--- src/rtl/rstack_ctrl.sv ---
// Return stack controller: stack pointer, occupancy, sticky error flags, async top/peek reads.
// Define RSTACK_GUARD_EN to enable full/empty guarding and overflow/underflow flags.
module rstack_ctrl #(
    parameter int unsigned WIDTH      = 4,
    parameter int unsigned DATA_WIDTH = 13,
    parameter bit          WRAP       = 1'b1
) (
    input  logic                  clk,
    input  logic                  reset,
    input  logic                  push,
    input  logic                  pop,
    input  logic [DATA_WIDTH-1:0] din,
    output logic [DATA_WIDTH-1:0] top,
    input  logic [WIDTH-1:0]      peek_depth,
    output logic [DATA_WIDTH-1:0] peek_dout,
    output logic [WIDTH:0]        level,
    output logic                  empty,
    output logic                  full,
    output logic                  overflow,
    output logic                  underflow,
    input  logic                  err_clr
);

    localparam int unsigned SIZE = 2 ** WIDTH;
    localparam logic [WIDTH:0] LEVEL_MAX = (WIDTH + 1)'(SIZE);
    localparam logic [WIDTH:0] LEVEL_ONE = (WIDTH + 1)'(1);
    localparam logic [WIDTH-1:0] SP_ONE = WIDTH'(1);

    logic [DATA_WIDTH-1:0] r_mem [SIZE];
    logic [WIDTH-1:0]      r_sp;
    logic [WIDTH:0]        r_level;

    logic                  w_empty;
    logic                  w_full;
    logic                  w_we;
    logic [WIDTH-1:0]      w_waddr;
    logic [WIDTH-1:0]      w_sp_next;
    logic [WIDTH:0]        w_level_next;
    logic [WIDTH-1:0]      w_top_addr;
    logic [WIDTH-1:0]      w_peek_addr;

    assign w_empty     = (r_level == '0);
    assign w_full      = (r_level == LEVEL_MAX);
    assign w_top_addr  = r_sp - SP_ONE;
    assign w_peek_addr = r_sp - SP_ONE - peek_depth;

`ifdef RSTACK_GUARD_EN
    logic r_ovf;
    logic r_unf;
    logic w_ovf_next;
    logic w_unf_next;

    always_comb begin
        w_we         = 1'b0;
        w_waddr      = r_sp;
        w_sp_next    = r_sp;
        w_level_next = r_level;
        // Clear first so an error raised in the same cycle wins.
        w_ovf_next   = r_ovf & ~err_clr;
        w_unf_next   = r_unf & ~err_clr;
        case ({push, pop})
            2'b10: begin
                if (!w_full) begin
                    w_we         = 1'b1;
                    w_sp_next    = r_sp + SP_ONE;
                    w_level_next = r_level + LEVEL_ONE;
                end else begin
                    w_ovf_next = 1'b1;
                    if (WRAP) begin
                        w_we      = 1'b1;
                        w_sp_next = r_sp + SP_ONE;
                    end
                end
            end
            2'b01: begin
                if (!w_empty) begin
                    w_sp_next    = r_sp - SP_ONE;
                    w_level_next = r_level - LEVEL_ONE;
                end else begin
                    w_unf_next = 1'b1;
                end
            end
            2'b11: begin
                w_we = 1'b1;
                if (w_empty) begin
                    w_sp_next    = r_sp + SP_ONE;
                    w_level_next = LEVEL_ONE;
                    w_unf_next   = 1'b1;
                end else begin
                    w_waddr = w_top_addr;
                end
            end
            default: ;
        endcase
    end

    always_ff @(posedge clk or posedge reset) begin
        if (reset) begin
            r_ovf <= 1'b0;
            r_unf <= 1'b0;
        end else begin
            r_ovf <= w_ovf_next;
            r_unf <= w_unf_next;
        end
    end

    assign overflow  = r_ovf;
    assign underflow = r_unf;
`else
    logic w_unused;
    assign w_unused = err_clr ^ WRAP;

    always_comb begin
        w_we         = 1'b0;
        w_waddr      = r_sp;
        w_sp_next    = r_sp;
        w_level_next = r_level;
        case ({push, pop})
            2'b10: begin
                w_we      = 1'b1;
                w_sp_next = r_sp + SP_ONE;
                if (!w_full) w_level_next = r_level + LEVEL_ONE;
            end
            2'b01: begin
                w_sp_next = r_sp - SP_ONE;
                if (!w_empty) w_level_next = r_level - LEVEL_ONE;
            end
            2'b11: begin
                w_we    = 1'b1;
                w_waddr = w_top_addr;
            end
            default: ;
        endcase
    end

    assign overflow  = 1'b0;
    assign underflow = 1'b0;
`endif

    always_ff @(posedge clk or posedge reset) begin
        if (reset) begin
            r_sp    <= '0;
            r_level <= '0;
        end else begin
            r_sp    <= w_sp_next;
            r_level <= w_level_next;
        end
    end

    // Storage is not reset; gating on reset keeps a command pending at reset from landing.
    always_ff @(posedge clk) begin
        if (w_we && !reset) r_mem[w_waddr] <= din;
    end

    assign top       = w_empty ? '0 : r_mem[w_top_addr];
    assign peek_dout = ({1'b0, peek_depth} < r_level) ? r_mem[w_peek_addr] : '0;
    assign level     = r_level;
    assign empty     = w_empty;
    assign full      = w_full;

endmodule

--- config.mk ---
export PLATFORM = sky130hd
export DESIGN_NAME = rstack_ctrl
export DESIGN_NICKNAME = d
export VERILOG_FILES = /design/src/rtl/rstack_ctrl.sv
export SDC_FILE = /design/constraint.sdc
export NUM_CORES = 1
export LEC_CHECK = 0
export CORE_ASPECT_RATIO = 1.1
export CORE_MARGIN = 2
export CORE_UTILIZATION = 55
export CTS_CLUSTER_SIZE = 12
export DETAILED_ROUTE_END_ITERATION = 8
export DONT_BUFFER_PORTS = 1
export GPL_ROUTABILITY_DRIVEN = 1
export PLACE_DENSITY = 0.79
export SLEW_MARGIN = 0
export SYNTH_ARGS = -nofsm -noshare
export SYNTH_HDL_FRONTEND = slang
export SYNTH_SLANG_ARGS = --single-unit
--- constraint.sdc ---
create_clock -name clk -period 14 [get_ports clk]
set_input_delay 4.2 -clock clk [delete_from_list [all_inputs] [get_ports clk]]
set_output_delay 4.2 -clock clk [all_outputs]
set_load 0.01 [all_outputs]
=== After elaboration in Yosys (flattened, before gate mapping) ===
Memory sizes are Yosys's and may differ from the RTL's.
Cells that the tools add are included.
W data, S select, Z words.

* $lt $le $gt $ge: 1
* Add/subtract/negate cells: 5
* Reduce and logical (&&, ||, !) cells: 6
* Equality and inequality tests: 6
* Multiplexer cells: 10

{| class="wikitable"
|+ Operator list
! kind !! count
|-
| $mux W13 || 2
|-
| $mux W5 || 2
|-
| $pmux W5 S2 || 1
|-
| $pmux W4 S2 || 1
|-
| $add A5 B1 Y5 const B || 1
|-
| $eq A5 B5 Y1 const B || 1
|-
| $logic_not A5 Y1 || 1
|-
| $lt A4 B5 Y1 || 1
|-
| $sub A5 B1 Y5 const B || 1
|-
| $add A4 B1 Y4 const B || 1
|-
| $eq A2 B2 Y1 const B || 2
|-
| $mux W4 || 1
|-
| $ne A2 B2 Y1 const B || 2
|-
| $sub A4 B1 Y4 const B || 1
|-
| $sub A4 B4 Y4 || 1
|-
| $mux W1 || 3
|-
| $reduce_and A3 Y1 || 1
|-
| $eq A2 B1 Y1 const B || 1
|-
| $reduce_bool A2 Y1 || 1
|-
| $reduce_or A2 Y1 || 1
|-
| $logic_and A1 B1 Y1 || 1
|-
| $logic_not A1 Y1 || 1
|}

* Memories kept: 1
* Register bits after elaboration: 9
* Bits of input ports: 22
* RAM bits: 208

{| class="wikitable"
|+ Memories
! memory !! depth !! bits a word !! rd ports !! clocked after Yosys merged registers in !! wr ports !! line !! text
|-
| r_mem || 16 || 13 || 2 || 0 || 1 || 29 || <nowiki>logic [DATA_WIDTH-1:0] r_mem [SIZE];</nowiki>
|}

=== Logic depth before layout (Yosys ltp) ===
* Depth after elaboration: 6
* Gate-level depth with buffers: 15

=== Worst setup path after synthesis ===
OpenSTA, ideal clock, no wires.

* Path kind: input -> output
* From: in peek_depth[0]
* To: out peek_dout[3]
* Stages on the path: 8
* Path slack: 3461 ps
* Buffers on the path: 2
* Data arrival time: 6339 ps
* Cell sequence: ha_1 -> fa_1 -> buf_2 -> clkbuf_1 -> mux4_2 -> nor2b_1 -> a2111oi_0 -> a211oi_1

* Word-level cells in the longest chain between the ends: 3

{| class="wikitable"
|+ Ends and longest elaborated chain
! item !! line !! text
|-
| from (decl) || 14 || <nowiki>input logic [WIDTH-1:0] peek_depth,</nowiki>
|-
| $sub A4 B4 Y4 || 45 || <nowiki>assign w_peek_addr = r_sp - SP_ONE - peek_depth;</nowiki>
|-
| $mem_v2 Z16 W13 || n/a ||
|-
| $mux W13 (*) || 156 || <nowiki>assign peek_dout = ({1'b0, peek_depth} < r_level) ? r_mem[w_peek_addr] : '0;</nowiki>
|-
| to (decl) || 15 || <nowiki>output logic [DATA_WIDTH-1:0] peek_dout,</nowiki>
|}

Mark *: on every way between the ends. The rest lies on a longest branch, timed or not.

=== Worst setup path in the final report ===
* From: in peek_depth[0]
* To: out peek_dout[7]

The elaborated chain is that of the path after synthesis.

==> impl_results.md <==
- Post-route ant nets: 0
- Unique masters post-synth: 43
- Clk sinks: 217
- Total core area: 19100 um^2
- Post-route clock skew: 0.0246 ns
- Status: finished, final reports clean
- Worst hold-check path type: reg2reg
- CTS max path bufs: 3
- Mapped Cells: 600
- Area growth syn-to-layout: 8.65%
- Gr ovfl total: 0
- Max-Cap Viols: 0
- Commonest non-fill, non-tap cell in the layout: edfxtp_1
- Layout Cells excl Fill: 856
- Period utilisation layout: 82.0%
- RSZ-0062 raised after global routing: false
- Largest net degree at the start of global routing: 53
- GR peak layer: met2
- CTS tree: yes
- Rel. slew slack: 21.3%
- Register Area: 6470 um^2
- Post-cts hold buffer count: 0
- CP Class: in2out
- Fill cells: 1364
- Max Slew Vio Count: 0
- TNS Setup: 0 ns
- Yosys reg bits: 217
- Post-CTS Setup Inserts: 0
- Ys async rst share: 4.15%
- Wire length per cell: 30.5 um
- Post-route cell area: 11600 um^2
- Initial antenna violation count: 0
- Dpl cells: 820
- Detail Placement HPWL: 15800 um
- Slew @ Worst Pin: 1.18 ns
- Arrival time at the worst endpoint: 7.28 ns
- Iteration-0 DRC Markers: 695
- Mean Syn Cell Area: 17.8 um^2
- Fraction of layout cells with a size suffix above 1: 27.3%
- First-pass GRT wire length: 39000 um
- Total track usage: 26.2%
- Minimum clock period: 11.48 ns
- Antenna cells: 0
- Die Height: 150 um
- Worst-path maximum fanout: 31
- Post-cts resize count: 0
- H-tree Lvls: 1
- Fin nets: 636
- CTS buffer count: 23
- Clk slew on worst S/H paths: 0.06 ns
- Die footprint: 20600 um^2
- Commonest cells after routing, fill and taps aside: edfxtp_1, mux4_2, nor2b_1, a211oi_1, clkbuf_16
- Number of global-route vias before repair: 6501
- Yosys Warn Count: 0
- CP Launch Type: input port
- Post-DP Area: 11000 um^2
- Clock root cell: clkbuf_16
- Port bufs: 0
- CP endpoint kind: output port
- Chip Width: 137 um
- Final setup violation count: 0
- I/O Pins: 57
- GR Util met3: 8.15%
- Row cnt: 53
- Post-DR vias/cell: 7.26
- Routed via count: 6211
- Routed WL: 26100 um
- Post-synth EDFFs: 208
- Sequential-to-total area share from yosys stat: 60.5%
- Initial DRT Pass Iterations: 5
- Met1 usage: 34.2%
- Hold Vio Cnt, Final: 0
- Max Fclk: 87.1 MHz
- Post-synth top flop: edfxtp_1
- DRC viols: 0
- Initial Util: 56.0%
- RePlAce Congestion: 0.840
- Met2 Use GR: 41.7%
- Area used by multi-input combinational logic: 3990 um^2
- Worst EP required: 9.80 ns
- Synth Cell Area: 10700 um^2
- Clock latency on the worst-skew pair: 0.52 ns
[routing by layer]
layer	routed length (um)	share of wire (%)	vias up
met2	12700	49	410
met3	3260	12	65
li1	-	-	2486
met4	919	3.5	0
met1	9240	35	3250
met5	0	0	-
[worst paths after layout]
check | startpoint | end | slack [ns] | cells after the start
max | peek_depth[0] | peek_dout[7] | 2.52 | 7
min | level[1] | level[1] | 0.60 | 2
max reg2reg | r_sp[1] | r_mem[11][0] | 10.45 | 8
min reg2reg | level[1] | level[1] | 0.60 | 2
max in group asynchronous | reset | r_sp[0] | 10.02 | 1
min in group asynchronous | reset | level[4] | 3.59 | 1
[state kept, by name (all words and copies together) (netlist names)]
register / cells
r_sp: 4
r_mem: 208
level: 5
[per-stage QoR]
| step | util [%] | hold slack (ns) | setup WS [ns] |
|---|---|---|---|
| after CTS | 60.8 | 0.606 | 2.56 |
| after detailed placement | 57.5 | 0.593 | 2.51 |
| after global placement | 57.5 | 0.583 | 2.57 |
| after floorplan | - | 0.557 | 3.46 |
| final | 60.8 | 0.602 | 2.52 |
| after global routing | 60.8 | 0.640 | 2.37 |
[cell usage after synthesis, drive strengths merged, types with 4 or more instances]
library cell    n  area share [%]
a2111oi        13             1.1
a211oi         28             2.0
and3            5            0.34
buf            29             1.7
clkbuf         19            0.69
dfrtp           9             2.1
edfxtp        208              58
ha             14             1.6
inv            16            0.56
mux2i          16             1.5
mux4          104              22
nand2           7            0.25
nor2           22            0.77
nor2b          28             1.6
nor3           17            0.90
nor4b           4            0.33
o21ai          11            0.51
o22ai          12            0.70
xnor2           7            0.57
xor2            5            0.41
[critical path, cell delays in order]
cell and delay [ns]:
ha_4 0.14, fa_2 1.16, buf_4 0.47, mux4_2 0.35
nor2b_1 0.14, a2111oi_0 0.57, a211oi_1 0.21
[cell families after synthesis]
logic type,count (synthesis),synth area share (%)
other,1,0.0351
AOI/OAI and AO/OA,77,5.10
and+or+nand+nor,92,4.79
buffers and inverters,64,2.93
muxes,120,23.4
adders and majority gates,16,2.01
xor gates and xnor gates,13,1.19
DFF,217,60.5
[cell type report]
class                   instances  share of cell area [%]
repair buffers                 20                    1.29
inverters                      16                   0.517
multi-input cells             320                    34.3
clock inverters                 7                   0.323
well taps                     247                    2.66
flip-flops and latches        217                    55.7
clock buffers                  29                    5.15
Power is left out: the tool's default activity adds up to more than one toggle a clock period on the data nets, which glitch-free logic cannot reach.
